--- src/rtl/mem_port_arbiter_pkg.sv ---
// Shared constants and types for the memory/peripheral port arbiter.
// Decode bit, strobe levels and the zero word live here so all users agree.
package mem_port_arbiter_pkg;

  localparam int          DEC_BIT    = 30;
  localparam logic        STROBE_ON  = 1'b1;
  localparam logic        STROBE_OFF = 1'b0;
  localparam logic [31:0] ZERO_WORD  = 32'h0000_0000;

  typedef enum logic {
    IDLE     = 1'b0,
    PER_BUSY = 1'b1
  } state_t;

  typedef enum logic {
    OWN_M0 = 1'b0,
    OWN_M1 = 1'b1
  } owner_t;

  function automatic logic is_periph(input logic [31:0] addr);
    return addr[DEC_BIT];
  endfunction

endpackage

--- src/rtl/mem_port_arbiter.sv ---
// Two-master arbiter for the shared data-memory / peripheral bus.
// Define ARB_ROUND_ROBIN_EN for alternating priority; default is fixed m0 priority.
module mem_port_arbiter
  import mem_port_arbiter_pkg::*;
#(
  parameter int PER_WAIT = 2
) (
  input  logic        clk,
  input  logic        rst,
  input  logic        m0_re,
  input  logic        m0_we,
  input  logic [31:0] m0_addr,
  input  logic [31:0] m0_wdata,
  output logic [31:0] m0_rdata,
  output logic        m0_stall,
  input  logic        m1_req,
  input  logic        m1_we,
  input  logic [31:0] m1_addr,
  input  logic [31:0] m1_wdata,
  output logic        m1_ack,
  output logic [31:0] m1_rdata,
  output logic        mem_re,
  output logic        mem_we,
  output logic        per_re,
  output logic        per_we,
  output logic [31:0] bus_addr,
  output logic [31:0] bus_wdata,
  input  logic [31:0] mem_rdata,
  input  logic [31:0] per_rdata
);

  state_t      state;
  owner_t      owner;
  logic [3:0]  cnt;
`ifdef ARB_ROUND_ROBIN_EN
  logic        last_grant;
`endif

  logic        m0_act, m1_act, grant_m0, grant_m1;
  logic        sel_m1, valid, sel_rd, sel_wr, sel_per, complete;
  logic [31:0] sel_addr, sel_wdata, rd_word;

  // m1 is masked during its ack cycle so a held request is not granted twice.
  always_comb begin
    m0_act = m0_re | m0_we;
    m1_act = m1_req & ~m1_ack;
`ifdef ARB_ROUND_ROBIN_EN
    if (m0_act && m1_act) begin
      grant_m0 = last_grant;
      grant_m1 = ~last_grant;
    end else begin
      grant_m0 = m0_act;
      grant_m1 = m1_act;
    end
`else
    grant_m0 = m0_act;
    grant_m1 = m1_act & ~m0_act;
`endif
    if (state == PER_BUSY) begin
      sel_m1 = (owner == OWN_M1);
      valid  = rst;
    end else begin
      sel_m1 = grant_m1;
      valid  = rst & (grant_m0 | grant_m1);
    end
    sel_wr    = sel_m1 ? m1_we : m0_we;
    sel_rd    = sel_m1 ? ~m1_we : (m0_re & ~m0_we);
    sel_addr  = sel_m1 ? m1_addr : m0_addr;
    sel_wdata = sel_m1 ? m1_wdata : m0_wdata;
    sel_per   = is_periph(sel_addr);
    rd_word   = sel_per ? per_rdata : mem_rdata;
    if (state == PER_BUSY)
      complete = valid & (cnt == 4'd1);
    else
      complete = valid & (~sel_per | (PER_WAIT == 1));
  end

  assign mem_re    = (valid & ~sel_per & sel_rd) ? STROBE_ON : STROBE_OFF;
  assign mem_we    = (valid & ~sel_per & sel_wr) ? STROBE_ON : STROBE_OFF;
  assign per_re    = (valid &  sel_per & sel_rd) ? STROBE_ON : STROBE_OFF;
  assign per_we    = (valid &  sel_per & sel_wr) ? STROBE_ON : STROBE_OFF;
  assign bus_addr  = valid ? sel_addr : ZERO_WORD;
  assign bus_wdata = (valid & sel_wr) ? sel_wdata : ZERO_WORD;
  assign m0_rdata  = (complete & ~sel_m1 & sel_rd) ? rd_word : ZERO_WORD;
  assign m0_stall  = rst & m0_act & ~(complete & ~sel_m1);

  // Busy countdown, owner latch and m1 completion registers.
  always_ff @(posedge clk or negedge rst) begin
    if (!rst) begin
      state    <= IDLE;
      owner    <= OWN_M0;
      cnt      <= 4'd0;
      m1_ack   <= 1'b0;
      m1_rdata <= ZERO_WORD;
`ifdef ARB_ROUND_ROBIN_EN
      last_grant <= 1'b0;
`endif
    end else begin
      m1_ack <= complete & sel_m1;
      if (complete && sel_m1)
        m1_rdata <= sel_rd ? rd_word : ZERO_WORD;
      case (state)
        IDLE: begin
          if (valid && sel_per && !complete) begin
            state <= PER_BUSY;
            cnt   <= 4'(PER_WAIT - 1);
            owner <= sel_m1 ? OWN_M1 : OWN_M0;
          end
`ifdef ARB_ROUND_ROBIN_EN
          if (valid)
            last_grant <= sel_m1;
`endif
        end
        PER_BUSY: begin
          cnt <= cnt - 4'd1;
          if (cnt == 4'd1)
            state <= IDLE;
        end
        default: state <= IDLE;
      endcase
    end
  end

endmodule
--- config.mk ---
export PLATFORM = sky130hd
export DESIGN_NAME = mem_port_arbiter
export DESIGN_NICKNAME = d
export VERILOG_FILES = /design/src/rtl/mem_port_arbiter_pkg.sv /design/src/rtl/mem_port_arbiter.sv
export SDC_FILE = /design/constraint.sdc
export NUM_CORES = 1
export LEC_CHECK = 0
export CORE_AREA = 4 4 126 128
export DETAILED_ROUTE_END_ITERATION = 10
export DIE_AREA = 0 0 130 132
export PLACE_DENSITY = 0.65
export SLEW_MARGIN = 40
export SYNTH_ARGS = -nofsm -noshare
export SYNTH_HDL_FRONTEND = slang
export SYNTH_SLANG_ARGS = --single-unit
--- constraint.sdc ---
create_clock -name clk -period 2.39 [get_ports clk]
set_input_delay 0.239 -clock clk [delete_from_list [all_inputs] [get_ports clk]]
set_output_delay 0.239 -clock clk [all_outputs]
set_load 0.03 [all_outputs]
# After elaboration in Yosys (flattened, before gate mapping)
# Cells that the tools add are included.
[totals] reg_bits=39 latch_bits=0 ramBits=0 mem_bits_ro=0 in_bits=198 output_inout_bits=134 elab_cells=62 mem_count=0
[classes] n_addsub=1 multipliers=0 n_div=0 order_cmp=0 eq_ne=2 n_shift=0 n_mux=22 n_bitwise=27 n_reduce_logical=5
[ops] cell="2-to-1 mux 32 bit" count=7
[ops] cell="AND 1 bit" count=17
[ops] cell="2-to-1 mux 1 bit" count=12
[ops] cell="inverter 1 bit" count=8
[ops] cell="one-hot mux 4 bit (2 select lines)" count=1
[ops] cell="== test 4 x 1 -> 1 bit (second input constant)" count=1
[ops] cell="2-to-1 mux 4 bit" count=1
[ops] cell="subtractor 4 x 1 -> 4 bit (second input constant)" count=1
[ops] cell="logical AND 1 bit" count=3
[ops] cell="!= test 2 bit (second input constant)" count=1
[ops] cell="OR 1 bit" count=2
[ops] cell="one-hot mux 1 bit (2 select lines)" count=1
[ops] cell="AND reduction 2 bit" count=1
[ops] cell="logical NOT 1 bit" count=1

# Logic depth before layout (Yosys ltp)
[logic_depth] word_depth=12 ltp_mapped=7 mapped_depth_nobuf=6

# Worst setup path after synthesis
# Ideal clock, no wire load.
[synth_timing] path_kind="register to output" from="register m1_ack" to="output port mem_we" arrival_time_ns=2.587 t_required_ns=2.151 setup_slack_ns=-0.436 path_stages_with_launch=6 path_buffers=1 cell_sequence="dfrtp_1 or4b_4 buf_6 o21ai_0 a21boi_0 nor3b_1"
[synth_via] elab_chain_len=9 elab_cells_between_ends=13 classes_between="mux (5); bitwise (8)"
[synth_rtl] element="start: declaration" line_no="mem_port_arbiter.sv:20" rtl="output logic m1_ack,"
[synth_rtl] element="start signal: assignment" line_no="mem_port_arbiter.sv:99" rtl="m1_ack <= complete & sel_m1;"
[synth_rtl] element="inverter 1 bit *" line_no="mem_port_arbiter.sv:46" rtl="m1_act = m1_req & ~m1_ack;"
[synth_rtl] element="AND 1 bit *" line_no="mem_port_arbiter.sv:46"
[synth_rtl] element="AND 1 bit *" line_no="mem_port_arbiter.sv:57" rtl="grant_m1 = m1_act & ~m0_act;"
[synth_rtl] element="OR 1 bit / 2-to-1 mux 1 bit (equally long branches)" line_no="mem_port_arbiter.sv:64, mem_port_arbiter.sv:59"
[synth_rtl] element="AND 1 bit / 2-to-1 mux 32 bit (equally long branches)" line_no="mem_port_arbiter.sv:64, mem_port_arbiter.sv:68"
[synth_rtl] element="2-to-1 mux 1 bit / inverter 1 bit (equally long branches)" line_no="mem_port_arbiter.sv:59, mem_port_arbiter.sv:79"
[synth_rtl] element="AND 1 bit" line_no="mem_port_arbiter.sv:79" rtl="assign mem_we = (valid & ~sel_per & sel_wr) ? STROBE_ON : STROBE_OFF;"
[synth_rtl] element="AND 1 bit *" line_no="mem_port_arbiter.sv:79"
[synth_rtl] element="2-to-1 mux 1 bit *" line_no="mem_port_arbiter.sv:79"
[synth_rtl] element="end: declaration" line_no="mem_port_arbiter.sv:23" rtl="output logic mem_we,"
# Mark *: on every way between the ends. The rest lies on a longest branch, timed or not.

# Worst setup path in the final report
[layout_timing] from="register m1_ack" to="output port m0_rdata[17]"
[layout_via] elab_chain_len=11 elab_cells_between_ends=18 classes_between="mux (7); bitwise (11)"
[layout_rtl] element="inverter 1 bit *" line_no="mem_port_arbiter.sv:46"
[layout_rtl] element="AND 1 bit *" line_no="mem_port_arbiter.sv:46"
[layout_rtl] element="AND 1 bit *" line_no="mem_port_arbiter.sv:57"
[layout_rtl] element="OR 1 bit / 2-to-1 mux 1 bit (equally long branches)" line_no="mem_port_arbiter.sv:64, mem_port_arbiter.sv:59"
[layout_rtl] element="AND 1 bit / 2-to-1 mux 32 bit (equally long branches)" line_no="mem_port_arbiter.sv:64, mem_port_arbiter.sv:68"
[layout_rtl] element="2-to-1 mux 1 bit / inverter 1 bit (equally long branches)" line_no="mem_port_arbiter.sv:59, mem_port_arbiter.sv:75"
[layout_rtl] element="AND 1 bit (on tied branches)" line_no="mem_port_arbiter.sv:75, mem_port_arbiter.sv:73"
[layout_rtl] element="2-to-1 mux 1 bit" line_no="mem_port_arbiter.sv:72" rtl="if (state == PER_BUSY)"
[layout_rtl] element="AND 1 bit (2 in a row)" line_no="mem_port_arbiter.sv:84" rtl="assign m0_rdata = (complete & ~sel_m1 & sel_rd) ? rd_word : ZERO_WORD;"
[layout_rtl] element="2-to-1 mux 32 bit *" line_no="mem_port_arbiter.sv:84"
[layout_rtl] element="end: declaration" line_no="mem_port_arbiter.sv:14" rtl="output logic [31:0] m0_rdata,"
# Marks and branches as above.

==> metrics <==
status=finished with violations; failing checks=negative setup slack; Synth Warn #=0; min Tclk post-route=2.84 ns; mean post-synth cell area=8.43 um2; global-route wire length before repair=33400 um; Static Leak=approximately 4.2 nW; Setup CP Type=flip-flop to output pin; number of global-route vias before repair=5862; Yosys top cell by area=dfrtp_1; clock tree sinks=39; die area=17200 um2; synthesized instance count=426; drt first pass iters=6; Synth Cell Area=3590 um2; async set-reset flop share out of synthesis=1.00; Fin. Hold Viols=0; worst path cell trace=or4b_4 -> buf_8 -> mux2_4 -> a222oi_1 -> buf_4 -> nor3_4 -> buf_6; CP Launch Type=flip-flop; largest net degree at the start of global routing=between 40 and 50; Util after Layout=0.665; ANT nets after route=0; r2r setup slk=-0.04 ns; fmax=352 MHz; Worst VDD drop=between 0.5 and 0.6 mV; critical path endpoint category=output pin; synth top area cells=dfrtp_1 27%, mux2_2 11%, mux2i_1 10%, nor3_1 9.3%, a222oi_1 8.9%; WHS=0.119 ns; total gr overflow=0; cts bufs inserted=5; CTS max path bufs=2; Cell Pwr Density=748 nW/um2; Clk Latency, worst-skew pair=just under 0.3 ns; crit path DAT=between 2 and 3 ns; Via density=5.25; slew margin rel.=0.633; Max Cap Viol=0; hpwl dp=between 15000 and 20000 um; IO buf count=between 300 and 400; Crit path buffers/inverters=3; slowest stage cell, crit path=or4b_4; FF+latch count, synth=39; Initial Util=0.242; cell family with most CP delay=simple AND/OR/NAND/NOR gates; Critical Path RT=around 2.2 ns; width of the chip=130 um; CP Max Fanout=8; setup ws final=-0.452 ns; CTS tree=yes; min-delay worst type=primary input to async pin; Slew @ Worst Pin=0.550 ns; Worst-path clk slew=approximately 0.060 ns; layout cells sized above 1=0.496; Final nets=1064; Tot GR Track Use=0.248; register area share after synthesis=0.272; final wirelength=23200 um; RePlAce Congestion=0.862; Ports=about 330; final worst path period share=1.19; Routed WL per cell=22.0 um; Synth-to-Final Area Change=175%; Synth cell types=34; RSZ-0062 raised after global routing=yes; Design Power=0.00740 W; Yosys top cell area share=0.272; initial antenna violation count=3; Worst Skew=0.00370 ns; EDFF count, synth=0; row count=between 40 and 50; H-Tree Depth=2; post-synth net total=between 600 and 700; via count=5536; DRC Markers=0; worst reg2reg endpoint=m1_rdata[1]$_DFFE_PN0P_; max incr delay on CP=0.58 ns; Final setup viols=103; Most used DFF post-synth=dfrtp_1; Root Driver=clkbuf_16; max-slew violations=0; core area=14900 um2; FF-to-FF path depth=7; R2R Path Start=m1_ack$_DFF_PN0_; Initial DRC Count=395; Die Height=around 130 um
cell usage in the layout, fill, tap and decap left out, types with 6 or more instances in the layout:
cell type / instances
nor3_4: 52
buf_12: 25
a21oi_2: 30
nand2_1: 63
buf_4: 115
mux2_2: 34
clkbuf_16: 7
mux2i_1: 24
o2bb2ai_2: 14
nor3_2: 11
dfrtp_1: 37
mux2_4: 6
o2bb2ai_1: 18
clkdlybuf4s50_1: 228
buf_6: 91
a222oi_1: 32
mux2i_2: 10
repair_timing:
| action | in CTS | in global routing |
|---|---|---|
| setup buffers | 36 | 12 |
| pin swaps | 15 | 26 |
| hold buffers | 0 | 0 |
| gates cloned | 13 | 3 |
| setup endpoints to repair | 116 | 114 |
| resized for setup | 225 | 54 |
per-layer routing:
layer,GRT usage,share of wire,vias to the layer above
met2,0.443,0.51,272
li1,-,-,2554
met5,0,0.00086,-
met1,0.287,0.37,2657
met3,0.0583,0.083,51
met4,0.0866,0.036,2
Yosys cell counts, drive strengths merged (2+ instances only):
cell and count:
o31ai 3, a22o 3, inv 5, nand2b 2, dfrtp 39, xor2 2
mux2 36, clkbuf 35, a222oi 32, mux2i 36, a21boi 2, nand2 64
ha 2, o2bb2ai 32, a21oi 33, nand3 2, nor2b 3, nor2 3
o21ai 3, buf 13, nor3 67
per-stage QoR:
step	setup TNS, ns	instances	setup slack, ns	cell area, um2
floorplan	-1.95	426	-0.0896	4460
global placement	-43.16	992	-0.674	8490
detailed placement	-47.33	992	-0.700	8490
CTS	-35.87	1049	-0.454	9590
global route	-42.70	1055	-0.509	9890
finish	-35.87	1055	-0.452	9890
worst max-delay path by stage:
stage / startpoint / to / depth (start not counted)
after global placement: m0_re / mem_we / 7
after floorplan: state$_DFF_PN0_ / m0_rdata[31] / 6
after detailed placement: m0_re / mem_we / 7
after CTS: m1_ack$_DFF_PN0_ / m0_rdata[17] / 7
final: m1_ack$_DFF_PN0_ / m0_rdata[17] / 7
after global routing: m1_ack$_DFF_PN0_ / m0_rdata[21] / 7
where the power goes:
part / total (W) / internal [W] / switching, W
Clock: 0.000678 / 0.000385 / 0.000293
Sequential: 0.00103 / 0.000874 / 0.000155
Combinational: 0.00570 / 0.00285 / 0.00284
kinds of logic after synthesis:
group / synth area share
AND/OR/NAND/NOR: 0.183
AO/OA/AOI/OAI: 0.251
multiplexers: 0.215
buffers and inverters: 0.0669
flip-flops: 0.272
XOR/XNOR: 0.00488
adder cells (fa/ha/maj): 0.00697
sequential cells by signal (all words and copies together) (netlist names):
| signal | count |
|---|---|
| cnt | 4 |
| m1_ack | 1 |
| m1_rdata | 32 |
| owner | 1 |
| state | 1 |
final cells by class:
cell class | count | area (um2)
multi-input cells | 338 | 3440
inverters | 5 | 18.8
diodes | 2 | 5.00
repair buffers | 475 | 5070
well taps | 188 | 235
fillers | 1106 | 4970
clock inverters | 3 | 20.0
flip-flops and latches | 39 | 978
clock buffers | 5 | 125
worst reg2reg max path: stages (launching register included):
cell and delay [ns]:
dfrtp_2 0.40, or4b_4 0.58, buf_8 0.17, mux2_4 0.39, a222oi_1 0.46, buf_4 0.19, buf_6 0.08, o2bb2ai_2 0.04
Power figures use the tool's default switching activity.
